<file path="config.mk">
export PLATFORM = sky130hd
export DESIGN_NAME = alu_op_sequencer
export DESIGN_NICKNAME = d
export VERILOG_FILES = /design/src/rtl/alu_op_sequencer.sv
export SDC_FILE = /design/constraint.sdc
export NUM_CORES = 1
export LEC_CHECK = 0
export CORE_ASPECT_RATIO = 1.5
export CORE_MARGIN = 1
export CORE_UTILIZATION = 45
export DETAILED_ROUTE_END_ITERATION = 10
export HOLD_SLACK_MARGIN = 0.1
export PLACE_DENSITY = 0.73
export SLEW_MARGIN = 20
export SYNTH_ARGS = -nofsm -noshare
export SYNTH_HDL_FRONTEND = slang
export SYNTH_SLANG_ARGS = --single-unit
</file>
<file path="constraint.sdc">
create_clock -name clk -period 4.9 [get_ports clk]
set_input_delay 0.735 -clock clk [delete_from_list [all_inputs] [get_ports clk]]
set_output_delay 0.735 -clock clk [all_outputs]
set_load 0.1 [all_outputs]
</file>
<file path="src/rtl/alu_op_sequencer.sv">
// Control sequencer ahead of the accumulator/ALU datapath: issues save, load,
// execute (optionally repeated) and restore strobes for one request at a time.
module alu_op_sequencer #(
   parameter int unsigned DATA_W = 8,
   parameter int unsigned OP_W   = 5,
   parameter int unsigned CNT_W  = 3
) (
   input  logic              clk,
   input  logic              rst,
   input  logic              start,
   input  logic [OP_W-1:0]   req_op,
   input  logic [DATA_W-1:0] req_operand,
   input  logic              req_load,
   input  logic              req_save,
   input  logic              req_restore,
   input  logic [CNT_W-1:0]  req_count,
   output logic              busy,
   output logic              done,
   output logic              err,
   output logic [DATA_W-1:0] bus_out,
   output logic              bus_oe,
   output logic              tmp_we,
   output logic              a_store,
   output logic              a_restore,
   output logic              cs,
   output logic [OP_W-1:0]   op
);

   typedef enum logic [2:0] {StIdle, StSave, StLoad, StExec, StRestore, StDone} state_e;

   localparam logic [OP_W-1:0] OpDaa = OP_W'(12);
   localparam logic [OP_W-1:0] OpMax = OP_W'(18);

   state_e              state_q, state_d;
   logic [CNT_W-1:0]    cnt_q, cnt_d;
   logic [OP_W-1:0]     lat_op_q, lat_op_d;
   logic [DATA_W-1:0]   lat_operand_q, lat_operand_d;
   logic                lat_load_q, lat_load_d;
   logic                lat_save_q, lat_save_d;
   logic                lat_restore_q, lat_restore_d;
   logic                lat_illegal_q, lat_illegal_d;
   logic                req_illegal;

   assign req_illegal = (req_op == OpDaa) || (req_op > OpMax);

   // Next enabled step after 'cur'; an illegal op never enters EXEC.
   function automatic state_e step_after(input state_e cur, input logic save, input logic load,
                                         input logic illegal, input logic restore);
      if (cur == StIdle && save) return StSave;
      if ((cur == StIdle || cur == StSave) && load) return StLoad;
      if (cur != StExec && !illegal) return StExec;
      if (restore) return StRestore;
      return StDone;
   endfunction

   always_comb begin
      state_d       = state_q;
      cnt_d         = cnt_q;
      lat_op_d      = lat_op_q;
      lat_operand_d = lat_operand_q;
      lat_load_d    = lat_load_q;
      lat_save_d    = lat_save_q;
      lat_restore_d = lat_restore_q;
      lat_illegal_d = lat_illegal_q;
      case (state_q)
         StIdle: begin
            if (start) begin
               lat_op_d      = req_op;
               lat_operand_d = req_operand;
               lat_load_d    = req_load;
               lat_save_d    = req_save;
               lat_restore_d = req_restore;
               lat_illegal_d = req_illegal;
               cnt_d         = req_count;
               state_d       = step_after(StIdle, req_save, req_load, req_illegal, req_restore);
            end
         end
         StSave, StLoad: begin
            state_d = step_after(state_q, lat_save_q, lat_load_q, lat_illegal_q, lat_restore_q);
         end
         StExec: begin
            // Exit on zero rather than after wrap so a full-scale count gives 2^CNT_W cycles.
            if (cnt_q == '0) begin
               state_d = step_after(StExec, lat_save_q, lat_load_q, lat_illegal_q, lat_restore_q);
            end else begin
               cnt_d = cnt_q - CNT_W'(1);
            end
         end
         StRestore: state_d = StDone;
         StDone:    state_d = StIdle;
         default:   state_d = StIdle;
      endcase
   end

   // Outputs are decoded from the next state so every strobe comes straight from a flop.
   always_ff @(posedge clk) begin
      if (rst) begin
         state_q       <= StIdle;
         cnt_q         <= '0;
         lat_op_q      <= '0;
         lat_operand_q <= '0;
         lat_load_q    <= 1'b0;
         lat_save_q    <= 1'b0;
         lat_restore_q <= 1'b0;
         lat_illegal_q <= 1'b0;
         busy          <= 1'b0;
         done          <= 1'b0;
         err           <= 1'b0;
         bus_out       <= '0;
         bus_oe        <= 1'b0;
         tmp_we        <= 1'b0;
         a_store       <= 1'b0;
         a_restore     <= 1'b0;
         cs            <= 1'b0;
         op            <= '0;
      end else begin
         state_q       <= state_d;
         cnt_q         <= cnt_d;
         lat_op_q      <= lat_op_d;
         lat_operand_q <= lat_operand_d;
         lat_load_q    <= lat_load_d;
         lat_save_q    <= lat_save_d;
         lat_restore_q <= lat_restore_d;
         lat_illegal_q <= lat_illegal_d;
         busy          <= (state_d != StIdle);
         done          <= (state_d == StDone);
         err           <= (state_d == StDone) && lat_illegal_d;
         bus_out       <= (state_d == StLoad) ? lat_operand_d : '0;
         bus_oe        <= (state_d == StLoad);
         tmp_we        <= (state_d == StLoad);
         a_store       <= (state_d == StSave);
         a_restore     <= (state_d == StRestore);
         cs            <= (state_d == StExec);
         op            <= (state_d != StIdle) ? lat_op_d : '0;
      end
   end

endmodule

</file>
==> flow_summary.html <==
<table>
<tr><th>Metric</th><th>Value</th></tr>
<tr><th colspan="2">Floorplanning</th></tr>
<tr><td>Core Box Area</td><td>3994 µm²</td></tr>
<tr><td>Overall die height</td><td>81.41 µm</td></tr>
<tr><td>Site Rows</td><td>28</td></tr>
<tr><td>Die outline width</td><td>54.94 µm</td></tr>
<tr><td>Initial core utilization</td><td>47.37%</td></tr>
<tr><td>DIE AREA</td><td>4473 µm²</td></tr>
<tr><td>Top-Level Pins</td><td>43</td></tr>
<tr><th colspan="2">CTS</th></tr>
<tr><td>Post-CTS Setup Inserts</td><td>0</td></tr>
<tr><td>CTS HTree Levels</td><td>2</td></tr>
<tr><td>Clock insertion delay at the later pin of the skew report</td><td>300 ps</td></tr>
<tr><td>Number of resized instances in the post-cts repair step</td><td>0</td></tr>
<tr><td>Sink count of the clock tree</td><td>43</td></tr>
<tr><td>Clock tree from TritonCTS</td><td>done</td></tr>
<tr><td>Largest buffer count on any clock path</td><td>2</td></tr>
<tr><td>Clock input transition at the sequential cells of the worst setup and hold paths</td><td>80 ps</td></tr>
<tr><td>Clock tree root driver cell</td><td>clkbuf_8</td></tr>
<tr><td>CTS Buf Count</td><td>5</td></tr>
<tr><td>Quantity of hold-fixing buffers added after cts</td><td>0</td></tr>
<tr><th colspan="2">STA</th></tr>
<tr><td>Final worst path period share</td><td>50.89%</td></tr>
<tr><td>Worst slew margin relative to its limit</td><td>25.38%</td></tr>
<tr><td>Hold violation count in the final report</td><td>0</td></tr>
<tr><td>Clock period minus final worst setup slack</td><td>2494 ps</td></tr>
<tr><td>Measured slew at the worst slew-check pin</td><td>1116 ps</td></tr>
<tr><td>Final hold slack</td><td>456.7 ps</td></tr>
<tr><td>Number of failing setup endpoints in the final timing report</td><td>0</td></tr>
<tr><td>Clock tree skew after final layout</td><td>7.793 ps</td></tr>
<tr><td>Max Transition Viols Final</td><td>0</td></tr>
<tr><td>Timing-limited maximum frequency</td><td>401.0 MHz</td></tr>
<tr><td>Setup repair after global routing missed its margin</td><td>false</td></tr>
<tr><td>Slack of the critical path</td><td>2406 ps</td></tr>
<tr><td>Accumulated negative setup slack</td><td>0 ps</td></tr>
<tr><th colspan="2">Global routing</th></tr>
<tr><td>Via count of the first global-routing pass</td><td>1377</td></tr>
<tr><td>Antenna violations before repair</td><td>0</td></tr>
<tr><td>Wire length of the first global-routing pass</td><td>6.306 mm</td></tr>
<tr><td>Largest net degree at the start of global routing</td><td>30</td></tr>
<tr><td>Combined global-route utilization of all metal layers</td><td>19.90%</td></tr>
<tr><td>Leftover overflow at the end of global routing</td><td>0</td></tr>
<tr><th colspan="2">Pwr</th></tr>
<tr><td>Proportion of power drawn by flip-flops and latches</td><td>30.8%</td></tr>
<tr><td>Clock network fraction of total power</td><td>16.9%</td></tr>
<tr><td>Switching power of the nets</td><td>782.8 µW</td></tr>
<tr><td>Design Power</td><td>1621 µW</td></tr>
<tr><td>Peak supply drop</td><td>394.1 µV</td></tr>
<tr><td>Combinational power share</td><td>52.2%</td></tr>
<tr><td>Power density over the cells</td><td>684.0 nW/µm²</td></tr>
<tr><td>Switching portion of total power</td><td>48.29%</td></tr>
<tr><td>Total leakage power</td><td>0.0008293 µW</td></tr>
<tr><td>Internal Dissipation</td><td>838.1 µW</td></tr>
<tr><th colspan="2">Routing</th></tr>
<tr><td>Remaining antenna violation count</td><td>0</td></tr>
<tr><td>Detailed-route DRC error count</td><td>0</td></tr>
<tr><td>DR vias/cell</td><td>5.507</td></tr>
<tr><td>Routed wire length</td><td>3.937 mm</td></tr>
<tr><td>Routed vias</td><td>1509</td></tr>
<tr><td>Detailed-routing iteration count for the pre-antenna-repair pass</td><td>4</td></tr>
<tr><td>DR WL/cell</td><td>14.37 µm</td></tr>
<tr><td>Starting DRC count in detailed routing</td><td>39</td></tr>
<tr><th colspan="2">Final layout</th></tr>
<tr><td>Area added between synthesis and finish</td><td>25.26%</td></tr>
<tr><td>Number of nets in the final layout</td><td>252</td></tr>
<tr><td>Antenna diode count</td><td>0</td></tr>
<tr><td>Number of fill cells</td><td>355</td></tr>
<tr><td>Layout Cell Area excl Fill</td><td>2370 µm²</td></tr>
<tr><td>Share of layout cells above drive strength 1</td><td>13.54%</td></tr>
<tr><th colspan="2">Setup path</th></tr>
<tr><td>Sequence of cells on the critical path</td><td>clkdlybuf4s50_1</td></tr>
<tr><td>Slowest CP cell</td><td>clkdlybuf4s50_1</td></tr>
<tr><td>Worst r2r path cells</td><td>4</td></tr>
<tr><td>Nature of the critical path endpoint</td><td>output pin</td></tr>
<tr><td>Critical path buffers and inverters</td><td>1</td></tr>
<tr><td>Critical path startpoint category</td><td>register</td></tr>
<tr><td>Depth of the critical timing path with buffers and inverters included</td><td>1</td></tr>
<tr><td>Worst setup path endpoint</td><td>tmp_we</td></tr>
<tr><td>Endpoint required time on the critical path</td><td>4160 ps</td></tr>
<tr><td>Family of cells with the greatest summed delay on the critical path</td><td>buffers and inverters</td></tr>
<tr><td>Class of the most critical setup path</td><td>reg2out</td></tr>
<tr><td>Peak fanout along the critical path</td><td>2</td></tr>
<tr><td>Launch point of the worst path</td><td>tmp_we</td></tr>
<tr><td>Data arrival, critical path</td><td>1760 ps</td></tr>
<tr><td>Worst setup slack for register-to-register paths</td><td>2740 ps</td></tr>
<tr><td>Reg-to-Reg Start</td><td>state_q[2]</td></tr>
<tr><td>Largest incremental delay on the critical path</td><td>1130 ps</td></tr>
<tr><td>End of the worst register-to-register path</td><td>op[3]</td></tr>
<tr><th colspan="2">Placed design</th></tr>
<tr><td>Instance area after placement</td><td>2257 µm²</td></tr>
<tr><td>Setup slack after placement</td><td>2177 ps</td></tr>
<tr><td>Final Wtd Congestion</td><td>0.8103</td></tr>
<tr><td>HPWL after detailed placement</td><td>2.704 mm</td></tr>
<tr><td>Buffers added on ports</td><td>42</td></tr>
<tr><th colspan="2">Yosys</th></tr>
<tr><td>Average size of a mapped cell</td><td>9.802 µm²</td></tr>
<tr><td>Gate count of the mapped netlist</td><td>193</td></tr>
<tr><td>FFs w/ async S/R, synth</td><td>0%</td></tr>
<tr><td>Area contributors post-synth</td><td>dfxtp_1 46%, nand2_1 6.5%, a21oi_1 6.3%</td></tr>
<tr><td>Most common flop cell mapped by yosys</td><td>dfxtp_1</td></tr>
<tr><td>Cell taking the most area after synthesis</td><td>dfxtp_1</td></tr>
<tr><td>Library cell with the highest instance count after synthesis</td><td>dfxtp_1</td></tr>
<tr><td>Number of flip-flops and latches in the synthesized netlist</td><td>43</td></tr>
<tr><td>Number of flops mapped to enable cells by yosys</td><td>0</td></tr>
<tr><td>List of most frequent post-synthesis cells</td><td>43 x dfxtp_1, 33 x nand2_1, 24 x a21oi_1</td></tr>
<tr><td>Ys Warns</td><td>0</td></tr>
<tr><td>Mapped Nets</td><td>217</td></tr>
<tr><td>Synth unique cells</td><td>45</td></tr>
<tr><td>Proportion of synthesized chip area in sequential cells</td><td>45.50%</td></tr>
<tr><td>Share of the synthesized area in the top cell type</td><td>45.50%</td></tr>
<tr><td>Area of the mapped netlist</td><td>1892 µm²</td></tr>
<tr><th colspan="2">Outcome</th></tr>
<tr><td>Outcome</td><td>finished, final reports clean</td></tr>
<tr><th colspan="2">Run</th></tr>
<tr><td>Max-Cap Viols</td><td>0</td></tr>
<tr><th colspan="2">Worst hold path</th></tr>
<tr><td>Worst hold path type</td><td>reg2reg</td></tr>
</table>
==> layout by cell type (no fill, tap or decap), types with 2 or more instances in the layout <==
cell	count
a211oi_1	4
a21boi_0	5
a21o_1	2
a21oi_1	24
and2_1	2
clkbuf_8	5
clkdlybuf4s50_1	42
dfxtp_1	43
ha_1	2
inv_1	4
nand2_1	33
nand2b_1	3
nand3_1	4
nor2_1	9
nor2b_1	4
nor4_1	2
nor4b_2	8
o21a_1	3
o21ai_0	3
==> through the flow <==
step / instances / utilization (%)
after floorplan: 193 / -
after global placement: 266 / 56.52
after detailed placement: 266 / 56.52
after CTS: 274 / 59.34
after global routing: 274 / 59.34
final: 274 / 59.34
==> power by group through the flow <==
stage / Sequential [µW] / Clock, µW / Combinational (µW)
after global routing: 511 / 301 / 904
after global placement: 506 / 0 / 842
after detailed placement: 506 / 0 / 851
after floorplan: 733 / 0 / 514
final: 499 / 275 / 847
after CTS: 499 / 281 / 855
==> area by class of cell <==
cell class	count	area (µm²)	share of cell area, %
clock buffers	5	68.82	2.904
clock inverters	3	43.79	1.848
inverters	4	15.01	0.6336
multi-input cells	132	904.6	38.17
flip-flops and latches	43	860.8	36.33
well taps	45	56.30	2.376
repair buffers	42	420.4	17.74
==> routing by layer <==
| metal | vias up | share of wire, % | GRT usage, % |
|---|---|---|---|
| li1 | 746 | - | - |
| met1 | 703 | 40 | 21.22 |
| met2 | 50 | 50 | 34.10 |
| met3 | 10 | 6.8 | 6.667 |
| met4 | 0 | 2.7 | 9.000 |
| met5 | - | 0 | 0 |
==> cell families (layout without fill, tap and decap cells) <==
group                    count (synthesis)  after routing  synth area share, %
AND/OR/NAND/NOR                         76             76                26.06
multiplexers                             1              1               0.5291
AO/OA/AOI/OAI                           53             53                19.91
adder cells (fa/ha/maj)                  2              2                1.323
buffers and inverters                   18             54                6.679
flip-flops                              43             43                45.50
==> registers in the layout, indices dropped and copies added, names as in the netlist <==
register and cells:
bus_out 8, lat_operand_q 8, lat_op_q 5, op 5
cnt_q 3, state_q 3, a_restore 1, a_store 1
busy 1, cs 1, done 1, err 1
lat_illegal_q 1, lat_load_q 1, lat_restore_q 1, lat_save_q 1
tmp_we 1
==> worst min-delay path by stage <==
stage                                start                to  slack, ps  depth (start not counted)
final                     lat_operand_q[5]  lat_operand_q[5]        460                          2
after detailed placement  lat_operand_q[5]  lat_operand_q[5]        450                          2
after global placement    lat_operand_q[6]  lat_operand_q[6]        440                          2
after CTS                 lat_operand_q[5]  lat_operand_q[5]        460                          2
after global routing           lat_op_q[4]       lat_op_q[4]        490                          2
after floorplan                 lat_save_q        lat_save_q        430                          2
No activity file was read; power rests on OpenSTA's default activity.
